File: src/rtl/load_store_unit.sv
// load_store_unit: single-outstanding RV32I load/store sequencer between execute and the memory data port
module load_store_unit #(
  parameter int ACCESS_CYCLES = 1
) (
  input  logic        clk,
  input  logic        rst,
  input  logic        req_valid,
  output logic        req_ready,
  input  logic        req_store,
  input  logic [2:0]  req_funct3,
  input  logic [31:0] req_addr,
  input  logic [31:0] req_wdata,
  input  logic [4:0]  req_rd,
  output logic        resp_valid,
  input  logic        resp_ready,
  output logic [31:0] resp_rdata,
  output logic [4:0]  resp_rd,
  output logic        resp_error,
  output logic [1:0]  resp_cause,
  output logic [31:0] mem_addr,
  output logic [2:0]  mem_write_enable,
  output logic [31:0] mem_data_in,
  input  logic [31:0] mem_data_out
);
  localparam int CW = ACCESS_CYCLES > 1 ? $clog2(ACCESS_CYCLES) : 1;
  typedef enum logic [1:0] {IDLE, ACCESS, RESP} state_t;
  state_t st, st_n;
  logic store_r;
  logic [2:0] fn_r;
  logic [CW-1:0] cnt;
  logic illegal, misaligned, reject, accept, last;
  logic [31:0] ext, wmask;
  always_comb begin
    illegal = req_funct3 == 3'b011 || req_funct3[2:1] == 2'b11 || (req_store && req_funct3[2]);
    misaligned = (req_funct3[1:0] == 2'b01 && req_addr[0]) || (req_funct3[1:0] == 2'b10 && req_addr[1:0] != 2'b00);
    reject = illegal || misaligned;
    accept = req_valid && st == IDLE;
    last = st == ACCESS && cnt == '0;
    st_n = accept ? (reject ? RESP : ACCESS) : last ? RESP : (st == RESP && resp_ready) ? IDLE : st;
    ext = fn_r[1:0] == 2'b00 ? {{24{~fn_r[2] & mem_data_out[7]}}, mem_data_out[7:0]} :
          fn_r[1:0] == 2'b01 ? {{16{~fn_r[2] & mem_data_out[15]}}, mem_data_out[15:0]} : mem_data_out;
    wmask = req_funct3[1:0] == 2'b00 ? {24'b0, req_wdata[7:0]} :
            req_funct3[1:0] == 2'b01 ? {16'b0, req_wdata[15:0]} : req_wdata;
    mem_write_enable = !(last && store_r) ? 3'b000 :
                       fn_r[1:0] == 2'b00 ? 3'b100 : fn_r[1:0] == 2'b01 ? 3'b010 : 3'b001;
    req_ready = st == IDLE;
    resp_valid = st == RESP;
  end
  always_ff @(posedge clk or posedge rst) begin
    if (rst) begin
      st <= IDLE;
      store_r <= 1'b0;
      fn_r <= 3'b000;
      cnt <= '0;
      mem_addr <= 32'b0;
      mem_data_in <= 32'b0;
      resp_rdata <= 32'b0;
      resp_rd <= 5'b0;
      resp_error <= 1'b0;
      resp_cause <= 2'b00;
    end else begin
      st <= st_n;
      if (accept) begin
        resp_rd <= req_rd;
        resp_rdata <= 32'b0;
        resp_error <= reject;
        resp_cause <= illegal ? 2'b10 : misaligned ? 2'b01 : 2'b00;
        if (!reject) begin
          store_r <= req_store;
          fn_r <= req_funct3;
          mem_addr <= req_addr;
          cnt <= CW'(ACCESS_CYCLES - 1);
          if (req_store) mem_data_in <= wmask;
        end
      end else if (st == ACCESS) begin
        cnt <= cnt - 1'b1;
        if (last && !store_r) resp_rdata <= ext;
      end
    end
  end
endmodule

File: config.mk
export PLATFORM = sky130hd
export DESIGN_NAME = load_store_unit
export DESIGN_NICKNAME = d
export VERILOG_FILES = /design/src/rtl/load_store_unit.sv
export SDC_FILE = /design/constraint.sdc
export NUM_CORES = 1
export LEC_CHECK = 0
export ABC_AREA = 1
export CAP_MARGIN = 20
export CELL_PAD_IN_SITES_DETAIL_PLACEMENT = 2
export CELL_PAD_IN_SITES_GLOBAL_PLACEMENT = 2
export CORE_MARGIN = 2
export CORE_UTILIZATION = 20
export DETAILED_ROUTE_END_ITERATION = 12
export PLACE_DENSITY_LB_ADDON = 0.1
export SYNTH_ARGS = -nofsm -noshare
export SYNTH_HDL_FRONTEND = slang
export SYNTH_SLANG_ARGS = --single-unit
File: constraint.sdc
create_clock -name clk -period 3.95 [get_ports clk]
set_clock_uncertainty 0.1 [all_clocks]
set_input_delay 0.79 -clock clk [delete_from_list [all_inputs] [get_ports clk]]
set_output_delay 0.79 -clock clk [all_outputs]
set_load 0.02 [all_outputs]
==> results by group, run 1 <==
Pwr
  • Psw: 0.5201 mW
  • Sw Ratio: 22.87%
  • Register share of total power: 49.9%
  • Clk pwr share: a little over two fifths
  • Pleak: 3.746 nW
  • Cell internal pwr: 1.754 mW
  • Total power: 2.274 mW
  • Gate power share: 8.1%
  • Max VDD drop: approximately 0.00014 V
  • P per Cell Area: 299.9 nW/um^2

Run
  • Total of max-cap violations: 0

Critical path
  • Crit path largest cell delay: 680 ps
  • Worst EP arrival: 2140 ps
  • Reg-to-reg slack, setup: 1740 ps
  • Worst r2r path cells: 6
  • Critical Path Source Type: flip-flop
  • Worst setup EP type: output pin
  • Worst Path Required: 3060 ps
  • RR Endpoint: mem_data_in[31]
  • Reg2reg start: st[0]
  • Critical path's slowest cell: clkdlybuf4s50_1
  • Critical path, cell by cell: inv_1 -> nor3_2 -> nand2_1 -> nor3_1 -> clkdlybuf4s50_1
  • Crit Path Class: reg2out
  • Max Fanout on Critical Path: 4

Global routing
  • Grt total ovfl: 0
  • Largest net degree at the start of global routing: 52
  • Initial antenna violation count: 0
  • First-pass GRT wire length: 29.16 mm
  • Vias in the first global route: 5166
  • All-Layer GR Usage: 15.01%

Hold path
  • Hold Path End: mem_data_in[29]
  • Hold Startpoint: mem_data_in[29]
  • Hold crit path type: reg2reg
  • Worst hold path depth: 2

Clocking
  • TritonCTS clock tree: yes
  • CTS Hold Bufs: 0
  • TritonCTS Buffers: 9
  • Post-CTS setup buffer count: 0
  • H-tree depth: 3
  • Clock Tree Buf Depth: 2
  • Number of cells upsized or downsized after cts: 0
  • Clk Latency, worst-skew pair: 350 ps
  • Clock-pin transition on the worst setup and hold timing paths: around 70 ps
  • Root Driver: clkbuf_16
  • CTS Sinks: 111

Timing
  • Max-slew violation count: 0
  • Slew HR: between 30% and 40%
  • Final Cycle Share: 76.60%
  • Worst hold margin: 376.8 ps
  • Unrepaired setup endpoints after global routing: no
  • Slew @ Worst Pin: 960.0 ps
  • Fin crit period: 3026 ps
  • FMAX: 0.3305 GHz
  • Setup TNS Final: 0 ps
  • Fin. Hold Viols: 0
  • Final Setup Violations: 0

Logic synthesis
  • Seq/Total Area, Yosys: a little under 60%
  • Gate count of the mapped netlist: 567
  • Number of synthesized register bits: 111
  • Largest cells by area after synthesis: dfrtp_1, nand2_1, nand4_1, o21ai_0, inv_1
  • Avg Cell Area, Syn: 8.374 sq um
  • Number of distinct library cells after synthesis: 21
  • Syn nets: 676
  • Mapped Area: 4748 sq um
  • Top-area cell type share of the netlist area: 58.50%
  • Yosys top cell by area: dfrtp_1
  • Yosys Warn Count: 0

Routing
  • Avg WL per Cell: 16.32 microns
  • Vias: between 4000 and 5000
  • Post-route ant nets: 0
  • Via density: about 4.2
  • WL final: 17.99 mm
  • DRC: 0
  • Initial DRC count: approximately 180
  • Initial DRT Pass Iterations: 4

Die
  • Row count: 56
  • Starting Density: 20.29%
  • DIE WIDTH: 158.1 microns
  • Die height: about 160 microns
  • Core area: 23400 sq um
  • # IOs: 218
  • DIE AREA: 24990 sq um

Layout
  • Area Overhead vs Synth: 59.74%
  • Commonest non-fill, non-tap cell in the layout: nand2_1
  • Layout cell share with drive strength beyond 1: roughly 5.2%
  • # nets final: 887
  • Most frequent cells in the layout: nand2_1, clkdlybuf4s50_1, dfrtp_1
  • Utilization after layout: 32.41%
  • Fill count: 2748
  • Ant diodes: 0

Placed design
  • Dpl hpwl: 13.15 mm
  • RD Place Congestion: 0.7247
  • IO Port Bufs: ~220

Outcome
  • Outcome: completed
[critical path: cells and delay by family (launching register included)]
kind | cells | cell delay, ps
buffers and inverters | 2 | 780
flip-flops | 1 | 410
AND/OR/NAND/NOR | 3 | 600
[cells by family (layout without fill, tap and decap cells)]
family	Yosys count	in the layout	share of synthesized area [%]
AND/OR/NAND/NOR	337	337	29.38
flip-flops	111	111	58.50
buffers and inverters	72	288	6.877
AO/OA/AOI/OAI	47	47	5.244
[state kept, by name, summed over array words and instances, names as in the netlist, 2 cells and up]
register	count
st	2
resp_rd	5
mem_addr	32
fn_r	3
resp_cause	2
resp_rdata	32
mem_data_in	32
[synth_stat cells]
cell and number:
a21boi_4 1, nand2_1 263, nor2_4 1, nor2_1 21, o21ai_1 5, nor3_1 2
inv_2 1, nor2_2 2, nand4_1 33, buf_6 5, clkinv_1 2, nor3_2 1
clkbuf_1 11, buf_2 15, inv_1 38, a21oi_1 2, nand4_2 1, o21ai_0 39
nand2_2 1, nand3_1 12, dfrtp_1 111
[per-layer routing]
layer  up-vias  GRT usage [%]  wire (microns)
met5         -              0               0
met4         0          4.547             240
met3        12          4.243            1208
met2       130          24.80            8664
met1      2258          19.06            7874
li1       2198              -               -
[worst max-delay path by stage]
stage	start	endpoint	slack [ps]	cells after the start
floorplan	rst	cnt	130	1
global placement	req_funct3[1]	mem_data_in[29]	710	7
CTS	st[0]	mem_write_enable[2]	880	5
detailed placement	req_funct3[1]	mem_data_in[14]	540	7
global route	st[0]	mem_write_enable[2]	740	5
finish	st[0]	mem_write_enable[2]	920	5
[layout make-up]
class	count	area (sq um)	share of cell area (%)
inverters	41	156.4	2.062
repair buffers	231	2297	30.29
well taps	319	399.1	5.262
clock buffers	10	239.0	3.151
clock inverters	6	65.06	0.8578
flip-flops and latches	111	2778	36.62
multi-input cells	384	1650	21.76
[power by group through the flow]
stage,registers (mW),logic (mW),clock network [mW]
after global routing,1.14,0.203,1.06
final,1.14,0.183,0.956
after global placement,1.16,0.184,0
after detailed placement,1.16,0.188,0
after floorplan,1.16,0.0507,0
after CTS,1.14,0.189,1.01
[stage by stage]
stage          instance area (sq um)  cells  setup slack, ps
6_report                        7585   1102            924.2
5_1_grt                         7585   1102            738.2
4_1_cts                         7570   1101            882.0
3_5_place_dp                    7266   1085            543.9
3_3_place_gp                    7266   1085            715.0
2_1_floorplan                   4748    567            129.3
Power figures use the tool's default switching activity.
==> run 2, diff against run 1 <==
- CORE_UTILIZATION: 20 -> 23
- clock period: 3.95 -> 2.9 ns (I/O delays scaled with it)
==> run 2 against run 1 <==
  * Total power is 40% higher
  * Utilization rose by 5.1 points
  * Non-clock buffer count is the same
  * Via count increased by 1.1%
  * Clock-buffer cell count rose by 2
  * Critical path type unchanged
  * First-iteration DRC count shrank 49%
  * Setup slack got worse by 690 ps
  * Sequential power up 36%
==> results by group, run 2 (same netlist as run 1, synthesis figures left out) <==
Outcome
  • Outcome: completed

Run
  • Total of max-cap violations: 0

Layout
  • Most frequent cells in the layout: nand2_1, clkdlybuf4s50_1, dfrtp_1
  • Largest registers: mem_addr (32), mem_data_in (32), resp_rdata (32)
  • Commonest non-fill, non-tap cell in the layout: nand2_1
  • Post-route design area: 7582 sq um
  • Ant diodes: 0
  • Layout cell share with drive strength beyond 1: 5.109%
  • Utilization after layout: 37.47%
  • # nets final: 887
  • Area Overhead vs Synth: 59.68%

Critical path
  • Max Fanout on Critical Path: 4
  • Worst setup EP type: output pin
  • Worst EP arrival: 1980 ps
  • Worst Path Required: 2220 ps
  • Crit Path Class: reg2out
  • Critical Path Source Type: flip-flop
  • Crit path launch: st[0]
  • Reg2reg start: st[0]
  • Worst r2r path cells: 7
  • RR Endpoint: mem_data_in[2]
  • Reg-to-reg slack, setup: 1070 ps

Clocking
  • Post-CTS setup buffer count: 0
  • Root Driver: clkbuf_16
  • Number of cells upsized or downsized after cts: 0
  • H-tree depth: 3
  • TritonCTS clock tree: yes
  • TritonCTS Buffers: 9
  • Clock-pin transition on the worst setup and hold timing paths: 70 ps
  • Clock Tree Buf Depth: 2
  • CTS Sinks: 111
  • Clk Latency, worst-skew pair: 360 ps
  • CTS Hold Bufs: 0

Hold path
  • Hold Path End: mem_data_in[25]
  • Worst hold path depth: 2
  • Hold Startpoint: mem_data_in[25]
  • Hold crit path type: reg2reg

Routing
  • Initial DRC count: 90
  • Initial DRT Pass Iterations: 4
  • DRC: 0
  • Avg WL per Cell: 16.88 microns
  • WL final: 17.78 mm
  • Via density: 4.413
  • Vias: between 4000 and 5000
  • Post-route ant nets: 0

Placed design
  • RD Place Congestion: 0.7253
  • IO Port Bufs: 217
  • Post-Place Cell Area: 7251 sq um
  • Dpl hpwl: 13.05 mm

Pwr
  • P per Cell Area: around 420 nW/um^2
  • Pleak: 3.784 nW
  • Max VDD drop: 0.0002351 V
  • Gate power share: under 10%
  • Clk pwr share: 43.5%
  • Sw Ratio: approximately 22%
  • Register share of total power: 48.5%
  • Psw: between 0.7 and 0.8 mW
  • Cell internal pwr: 2.482 mW

Timing
  • Unrepaired setup endpoints after global routing: no
  • Fin. Hold Viols: 0
  • Fin crit period: 2661 ps
  • Slew @ Worst Pin: 440.1 ps
  • Max-slew violation count: 0
  • Final Cycle Share: 91.75%
  • Worst hold margin: 375.3 ps
  • Setup TNS Final: 0 ps
  • FMAX: 0.3758 GHz
  • Slew HR: between 70% and 80%
  • Final Setup Violations: 0

Global routing
  • Initial antenna violation count: 0
  • Largest net degree at the start of global routing: 67
  • First-pass GRT wire length: between 20 and 30 mm
  • All-Layer GR Usage: between 10% and 20%
  • Grt total ovfl: 0
  • Vias in the first global route: 5257

Die
  • # IOs: 218
  • Row count: 52
  • Starting Density: 23.47%
  • DIE WIDTH: 147.7 microns
  • Core area: slightly above 20000 sq um
  • Die height: 147.7 microns
  • DIE AREA: 21810 sq um
run 2: how the worst max path moves through the flow:
stage                                     end  depth (start not counted)  slack [ps]
after CTS                 mem_write_enable[2]                          5         100
after global placement    mem_write_enable[1]                          5         540
after floorplan                           cnt                          1         880
after global routing      mem_write_enable[2]                          5         110
after detailed placement                st[0]                          9         460
final                     mem_write_enable[2]                          5         240
run 2: layer usage:
layer / part of all wire (%) / GRT usage (%) / up-vias / wire (microns)
met3: 6.5 / 4.259 / 17 / 1156
li1: - / - / 2207 / -
met4: 1.6 / 4.808 / 0 / 289
met2: 49 / 28.93 / 132 / 8717
met5: 0 / 0 / - / 0
met1: 43 / 20.71 / 2291 / 7612
run 2: area by class of cell:
| type | count | area, sq um |
|---|---|---|
| Multi-Input combinational cell | 384 | 1655 |
| Inverter | 41 | 157.7 |
| Clock buffer | 12 | 246.5 |
| Timing Repair Buffer | 231 | 2330 |
| Tap cell | 270 | 337.8 |
| Clock inverter | 4 | 77.57 |
| Fill cell | 2260 | 12650 |
| Sequential cell | 111 | 2778 |
run 2: power groups by stage:
stage	Clock, mW	Sequential, mW	Combinational (mW)
after CTS	1.44	1.55	0.262
after detailed placement	0	1.58	0.261
after global routing	1.49	1.55	0.280
final	1.39	1.55	0.256
after global placement	0	1.58	0.257
after floorplan	0	1.58	0.0694
run 2: worst max-delay path, stage by stage (launching register included):
cell	delay (ps)
dfrtp_1	410
inv_1	110
nor3_2	140
nand2_1	130
nor3_2	200
clkdlybuf4s50_1	640
run 2: per-stage QoR:
step | worst slack [ps] | power, mW | std cells
2_1_floorplan | 876.5 | 1.647 | 567
3_3_place_gp | 543.5 | 1.834 | 1037
3_5_place_dp | 460.7 | 1.838 | 1037
4_1_cts | 99.79 | 3.249 | 1053
5_1_grt | 111.3 | 3.311 | 1053
6_report | 239.1 | 3.189 | 1053
==> run 3, diff against run 2 <==
- CAP_MARGIN: 20 -> default
- SETUP_SLACK_MARGIN: default -> 0.02
==> results of run 3 <==
The final DEF is identical to that of run 2; final timing and power are the same.
